File: src/rtl/sisc_mem_arb.sv
// Memory-port arbiter for SISC: shares one single-ported memory between
// instruction fetch and load/store, with a fetch-starvation bound and an access timeout.
module sisc_mem_arb #(
    parameter int AW         = 16,
    parameter int DW         = 32,
    parameter int STARVE_MAX = 3,
    parameter int TIMEOUT    = 15
) (
    input  logic          clk,
    input  logic          rst_f,
    input  logic          if_req,
    input  logic [AW-1:0] if_addr,
    output logic          if_gnt,
    output logic          if_done,
    input  logic          d_req,
    input  logic          d_we,
    input  logic [AW-1:0] d_addr,
    input  logic [DW-1:0] d_wdata,
    output logic          d_gnt,
    output logic          d_done,
    output logic          err,
    output logic [DW-1:0] rd_data,
    output logic          mem_en,
    output logic          mem_we,
    output logic [AW-1:0] mem_addr,
    output logic [DW-1:0] mem_wdata,
    input  logic [DW-1:0] mem_rdata,
    input  logic          mem_ack
);

    localparam int SW = $clog2(STARVE_MAX + 1) + 1;
    localparam int BW = $clog2(TIMEOUT) + 1;
    localparam logic [SW-1:0] STARVE_LIM = SW'(STARVE_MAX);
    localparam logic [BW-1:0] BUSY_LIM   = BW'(TIMEOUT - 1);

    typedef enum logic [1:0] {
        IDLE    = 2'b00,
        BUSY_IF = 2'b01,
        BUSY_D  = 2'b10
    } state_t;

    state_t        state;
    logic [SW-1:0] starve_cnt;
    logic [BW-1:0] busy_cnt;
    logic          fetch_wins;

    // Data normally wins a tie; fetch is forced once it has lost STARVE_MAX times in a row.
    assign fetch_wins = if_req && (!d_req || (starve_cnt == STARVE_LIM));

    always_ff @(posedge clk or posedge rst_f) begin
        if (rst_f) begin
            state      <= IDLE;
            starve_cnt <= '0;
            busy_cnt   <= '0;
            if_gnt     <= 1'b0;
            if_done    <= 1'b0;
            d_gnt      <= 1'b0;
            d_done     <= 1'b0;
            err        <= 1'b0;
            rd_data    <= '0;
            mem_en     <= 1'b0;
            mem_we     <= 1'b0;
            mem_addr   <= '0;
            mem_wdata  <= '0;
        end else begin
            if_gnt  <= 1'b0;
            d_gnt   <= 1'b0;
            if_done <= 1'b0;
            d_done  <= 1'b0;
            err     <= 1'b0;
            case (state)
                IDLE: begin
                    if (fetch_wins) begin
                        state      <= BUSY_IF;
                        if_gnt     <= 1'b1;
                        mem_en     <= 1'b1;
                        mem_we     <= 1'b0;
                        mem_addr   <= if_addr;
                        mem_wdata  <= '0;
                        starve_cnt <= '0;
                        busy_cnt   <= '0;
                    end else if (d_req) begin
                        state     <= BUSY_D;
                        d_gnt     <= 1'b1;
                        mem_en    <= 1'b1;
                        mem_we    <= d_we;
                        mem_addr  <= d_addr;
                        mem_wdata <= d_wdata;
                        busy_cnt  <= '0;
                        if (if_req && (starve_cnt != STARVE_LIM))
                            starve_cnt <= starve_cnt + 1'b1;
                    end
                end
                BUSY_IF, BUSY_D: begin
                    // An ack on the timeout cycle still counts as a normal completion.
                    if (mem_ack || (busy_cnt == BUSY_LIM)) begin
                        state  <= IDLE;
                        mem_en <= 1'b0;
                        mem_we <= 1'b0;
                        if (state == BUSY_IF)
                            if_done <= 1'b1;
                        else
                            d_done <= 1'b1;
                        if (!mem_ack)
                            err <= 1'b1;
                        else if (!mem_we)
                            rd_data <= mem_rdata;
                    end else begin
                        busy_cnt <= busy_cnt + 1'b1;
                    end
                end
                default: begin
                    state  <= IDLE;
                    mem_en <= 1'b0;
                    mem_we <= 1'b0;
                end
            endcase
        end
    end

endmodule

File: config.mk
export PLATFORM = sky130hd
export DESIGN_NAME = sisc_mem_arb
export DESIGN_NICKNAME = d
export VERILOG_FILES = /design/src/rtl/sisc_mem_arb.sv
export SDC_FILE = /design/constraint.sdc
export NUM_CORES = 1
export LEC_CHECK = 0
export BUFFER_PORTS_ARGS = -buffer_cell sky130_fd_sc_hd__buf_2
export CAP_MARGIN = 25
export CORE_MARGIN = 1.5
export CORE_UTILIZATION = 35
export DETAILED_ROUTE_END_ITERATION = 6
export GPL_TIMING_DRIVEN = 0
export RECOVER_POWER = 25
export REMOVE_ABC_BUFFERS = 1
export SETUP_SLACK_MARGIN = 0.5
export SKIP_LAST_GASP = 1
export SLEW_MARGIN = 20
export SYNTH_ARGS = -nofsm -noshare
export SYNTH_HDL_FRONTEND = slang
export SYNTH_SLANG_ARGS = --single-unit
File: constraint.sdc
create_clock -name clk -period 7.2 [get_ports clk]
set_clock_uncertainty 0.05 [all_clocks]
set_input_delay 0.72 -clock clk [delete_from_list [all_inputs] [get_ports clk]]
set_output_delay 0.72 -clock clk [all_outputs]
set_load 0.01 [all_outputs]
== Word-level counts from Yosys, hierarchy flattened ==
Cells that the tools add are included.

* Flip-flop bits (word level): 97
* Logic and storage cells: 75
* Bits of input ports: 102
* Output and inout port bits: 87

* Bitwise logic cells: 1
* $add $sub $neg: 2
* Muxes and demuxes: 36
* Equal/unequal tests: 8
* Reductions and logical operators: 15

{| class="wikitable"
|+ Operators with widths
! cell !! number
|-
| $mux 32 || 2
|-
| $mux 16 || 2
|-
| $mux 1 || 19
|-
| $mux 5 || 3
|-
| $pmux 5 s2 || 1
|-
| $mux 3 || 3
|-
| $mux 2 || 3
|-
| $reduce_and 3->1 || 2
|-
| $reduce_bool 2->1 || 3
|-
| $add 5x1->5 const B || 1
|-
| $eq 5x4->1 const B || 1
|-
| $ne 2x2->1 const B || 2
|-
| $pmux 1 s2 || 2
|-
| $pmux 2 s2 || 1
|-
| $reduce_and 2->1 || 2
|-
| $reduce_and 4->1 || 1
|-
| $add 3x1->3 const B || 1
|-
| $eq 3x2->1 const B || 1
|-
| $ne 3x2->1 const B || 1
|-
| $ne 3x3->1 const B || 1
|-
| $eq 2x1->1 const B || 1
|-
| $eq 2x2->1 const B || 1
|-
| $logic_and 1x1->1 || 2
|-
| $logic_not 2->1 || 1
|-
| other kinds (4) || 5
|}

== Logic depth before layout (Yosys ltp) ==
* Depth in word-level cells: 5
* Depth in mapped cells: 7
* Mapped depth without buffers: 6

== Worst setup path before layout ==
OpenSTA, ideal clock, no wires.

* Path kind: input to register
* Start point: input port if_req
* End point: register busy_cnt[0]
* Data required time: 7023 ps
* Setup slack: 5419 ps
* Setup time: 127 ps
* Arrival time: 1603 ps
* Stages: 5
* Path through: buf_6 or3b_1 and3_4 a21oi_1 o22ai_1

* Cells in the longest elaborated chain, start to end: 3
* Elaborated cells between the ends (all ways): 5
* Those cells by class: 1 x eq/ne; 2 x mux; 2 x reduce/logical

{| class="wikitable"
|+ RTL lines
! what !! line !! text
|-
| from (decl) || 11 || <nowiki>input logic if_req,</nowiki>
|-
| $logic_and 1x1->1 (*) || 48 || <nowiki>assign fetch_wins = if_req && (!d_req || (starve_cnt == STARVE_LIM));</nowiki>
|-
| $ne 3x3->1 (no line) / $mux 5 (equally long branches) || -- ||
|-
| $reduce_and 3->1 (no line) / $pmux 5 s2 (equally long branches) || -- ||
|-
| to (signal assigned) || 109 || <nowiki>busy_cnt <= busy_cnt + 1'b1;</nowiki>
|-
| to (decl) || 44 || <nowiki>logic [BW-1:0] busy_cnt;</nowiki>
|}

Every way passes the cells marked *; elsewhere a longest branch is shown, timed or not.
A chain may end at the register's enable or synchronous reset.

== Final worst setup path ==
* Start point: register state[0]
* End point: register rd_data[27]

* Cells in the longest elaborated chain, start to end: 3
* Elaborated cells between the ends (all ways): 4
* Those cells by class: 2 x eq/ne; 2 x reduce/logical

{| class="wikitable"
|+ RTL lines
! what !! line !! text
|-
| from (decl) || 42 || <nowiki>state_t state;</nowiki>
|-
| from (signal assigned) || 52 || <nowiki>state <= IDLE;</nowiki>
|-
| from (signal assigned) || 74 || <nowiki>state <= BUSY_IF;</nowiki>
|-
| from (signal assigned) || 83 || <nowiki>state <= BUSY_D;</nowiki>
|-
| $eq 2x1->1 / $eq 2x2->1 (equally long branches) || 71 || <nowiki>case (state)</nowiki>
|-
| $reduce_or 2->1 (*) || 71 ||
|-
| $reduce_and 4->1 (no line) (*) || -- ||
|-
| to (signal assigned) || 107 || <nowiki>rd_data <= mem_rdata;</nowiki>
|-
| to (decl) || 22 || <nowiki>output logic [DW-1:0] rd_data,</nowiki>
|}

Marks and branches as above.

==> results.json <==
{
  "synthTopCellsByArea": "dfrtp_1 62%, mux2_2 9.1%, a22o_1 7.5%",
  "synth.yosys.seq_area_share": 0.615,
  "synth-seq-cells": 97,
  "viasPerCell": 4.74,
  "worstPathMaxFanout": 17,
  "cts_root_buf": "clkbuf_16",
  "cts_buffer_depth": 2,
  "yosysUniqueCellTypes": 36,
  "hold_class": "reg2reg",
  "slew_viol_final": 50,
  "post_drt_wl_per_cell_microns": 14.4,
  "peakVddDrop_uv": 192,
  "yosys.cell_count.top_type": "dfrtp_1",
  "core_area_sq_um": 10900,
  "relSlewSlack": -0.485,
  "numCtsBuffers": 9,
  "routed_wirelength_microns": 9090,
  "dpl.cell_count": 613,
  "yosysTopAreaCell": "dfrtp_1",
  "met3_length_microns": 949,
  "synth_mux_area_frac": 0.132,
  "grt_setup_unrepaired": "false",
  "gr-total-overflow": 0,
  "hpwl_microns": 6730,
  "dieArea_sq_um": 11900,
  "post_cts_resized": 0,
  "regToRegSetupSlack_ns": 4.86,
  "power_leakage_nw": 2.85,
  "worstHoldStart": "mem_addr[3]$_DFFE_PP0P_",
  "fin_cells": 630,
  "multiInputGateArea_sq_um": 1390,
  "finalSetupViolations": 0,
  "cts.sinks": 97,
  "synth_compound_area_frac": 0.132,
  "finalSetupTns_ns": 0,
  "rr_endpoint": "rd_data[27]$_DFFE_PP0P_",
  "hold_path_end": "mem_addr[3]$_DFFE_PP0P_",
  "synth.avg_cell_area_sq_um": 13.3,
  "reg2regPathDepth": 5,
  "startpoint": "state[0]$_DFFE_PP0P_",
  "drc": 0,
  "fmax_mhz": 427,
  "drive_gt1_frac": 0.512,
  "cts_max_level": 3,
  "dpl-instance-area_sq_um": 5070,
  "placementRows": 38,
  "failed_checks": "max-capacitance violations, max-slew violations",
  "p_comb_frac": 0.406,
  "hold_buffers": 0,
  "post_cts_buffers": 0,
  "p_seq_frac": 0.391,
  "report.final.hold_viol_count": 0,
  "report.power.total_mw": 2.36,
  "met1Wirelength_microns": 4050,
  "grt_max_degree": 51,
  "cp-end-kind": "flip-flop",
  "worstMarginPinSlew_ns": 2.22,
  "power.density_nw_per_um2": 436,
  "cp.arrival_ns": 2.51,
  "r2r-start": "state[0]$_DFFE_PP0P_",
  "start_kind": "flip-flop",
  "critPathRequiredTime_ns": 7.36,
  "dieHeight_microns": 109,
  "syn-instance-count": 297,
  "hold_depth": 2,
  "synth_top_family_by_area": "compound AO/OA/AOI/OAI gates",
  "antenna_found_initial": 0,
  "p_int_mw": 1.54,
  "fin_util": 0.494,
  "pin_count": 189,
  "maxUsedRoutingLayer": "met4",
  "n_fill_cell": 997,
  "antenna_cells": 0,
  "setup_ws_ns": 4.86,
  "stdcell_area_sq_um": 5400,
  "async_flop_share": 1.00,
  "ys.warnings.count": 0,
  "start_util": 0.361,
  "p_sw_frac": 0.347,
  "first_iter_violations": 144,
  "timing.hold.ws_ns": 0.426,
  "syn_area_sq_um": 3950,
  "vias": 2984,
  "fin_nets": 593,
  "status": "finished, violations left",
  "clkTransAtPathRegs_ns": 0.07,
  "syn_to_final_growth_pct": 36.8,
  "synth_edf_count": 0,
  "fin_crit_sh": 0.325,
  "drt_first_pass_iters": 4,
  "insertion_delay_ns": 0.33,
  "route.met2.wl_microns": 4010,
  "synthAdderAreaFrac": 0.0190,
  "yosys.area_share.simple": 0.0663,
  "grt_pass1_wl_microns": 14200,
  "clockPowerShare": 0.203,
  "cts_tree": "yes",
  "synthXorXnorAreaFrac": 0,
  "pre_cts_ws_ns": 4.64,
  "yosys-top-cells-count": "97 x dfrtp_1, 34 x a22o_1, 32 x mux2_2",
  "die_w_microns": 109,
  "p_sw_mw": 0.817,
  "ant_nets": 0,
  "yosysTopAreaCellShare": 0.615,
  "ys.flop_type": "dfrtp_1",
  "critPathKind": "reg2reg",
  "grt_pass1_vias": 2881,
  "regArea_sq_um": 2430,
  "place_congestion": 0.772,
  "io_buffer_count": 188,
  "grtUsageTotal": 0.155,
  "drv_cap": 1,
  "fin_crit_ns": 2.34
}
[critical path, cell delays in order (launching register included)]
cell      delay [ns]
dfrtp_1         0.39
inv_1           0.06
ha_1            0.43
nand3b_1        0.59
buf_6           0.40
mux2_2          0.29
[registers in the layout, summed over array words and instances, names as in the netlist, 2 cells and up]
signal      flops
rd_data        32
mem_addr       16
starve_cnt      3
state           2
busy_cnt        5
mem_wdata      32
[power by group through the flow]
stage,clock network (mW),registers (mW),logic (mW)
final,0.478,0.921,0.957
after global routing,0.520,0.956,1.06
after CTS,0.494,0.923,0.961
after detailed placement,0,0.923,0.966
after global placement,0,0.920,0.907
after floorplan,0,1.03,0.433
[kinds of logic after synthesis]
logic type	after synthesis
multiplexers	48
adder cells (fa/ha/maj)	6
AO/OA/AOI/OAI	71
flip-flops	97
buffers and inverters	27
AND/OR/NAND/NOR	48
[cells in the final DEF, fill, tap and decap left out, types with 3 or more instances in the layout]
master,synthesis,final
a21oi_1,4,4
a22o_1,34,34
a31oi_1,3,3
buf_16,0,4
buf_2,10,188
clkbuf_16,0,9
dfrtp_1,97,97
ha_1,6,6
inv_1,11,10
mux2_2,32,32
mux2i_1,16,16
nand2_1,24,24
nand3_1,4,4
nor2_1,6,6
o21ai_0,21,21
[layout make-up]
class                   count  area share
flip-flops and latches     97       0.450
multi-input cells         173       0.257
repair buffers            193       0.197
clock buffers              10      0.0443
well taps                 140      0.0325
clock inverters             6      0.0121
inverters                  11     0.00788
[worst max path at each step]
stage                         endpoint  slack [ns]  cells after the start
2_1_floorplan  busy_cnt[0]$_DFFE_PP0P_        3.90                      1
3_3_place_gp           d_gnt$_DFF_PP0_        2.80                      2
3_5_place_dp        mem_we$_DFFE_PP0P_        4.64                      5
4_1_cts             mem_we$_DFFE_PP0P_        4.80                      6
5_1_grt        rd_data[12]$_DFFE_PP0P_        4.73                      5
6_report       rd_data[27]$_DFFE_PP0P_        4.86                      5
[per-layer routing]
metal  vias to the layer above  GRT usage
li1                       1437          -
met1                      1377      0.208
met2                       161      0.235
met3                         9     0.0580
met4                         0     0.0445
met5                         -          0
Note: power is estimated with default switching activity, not from simulation.
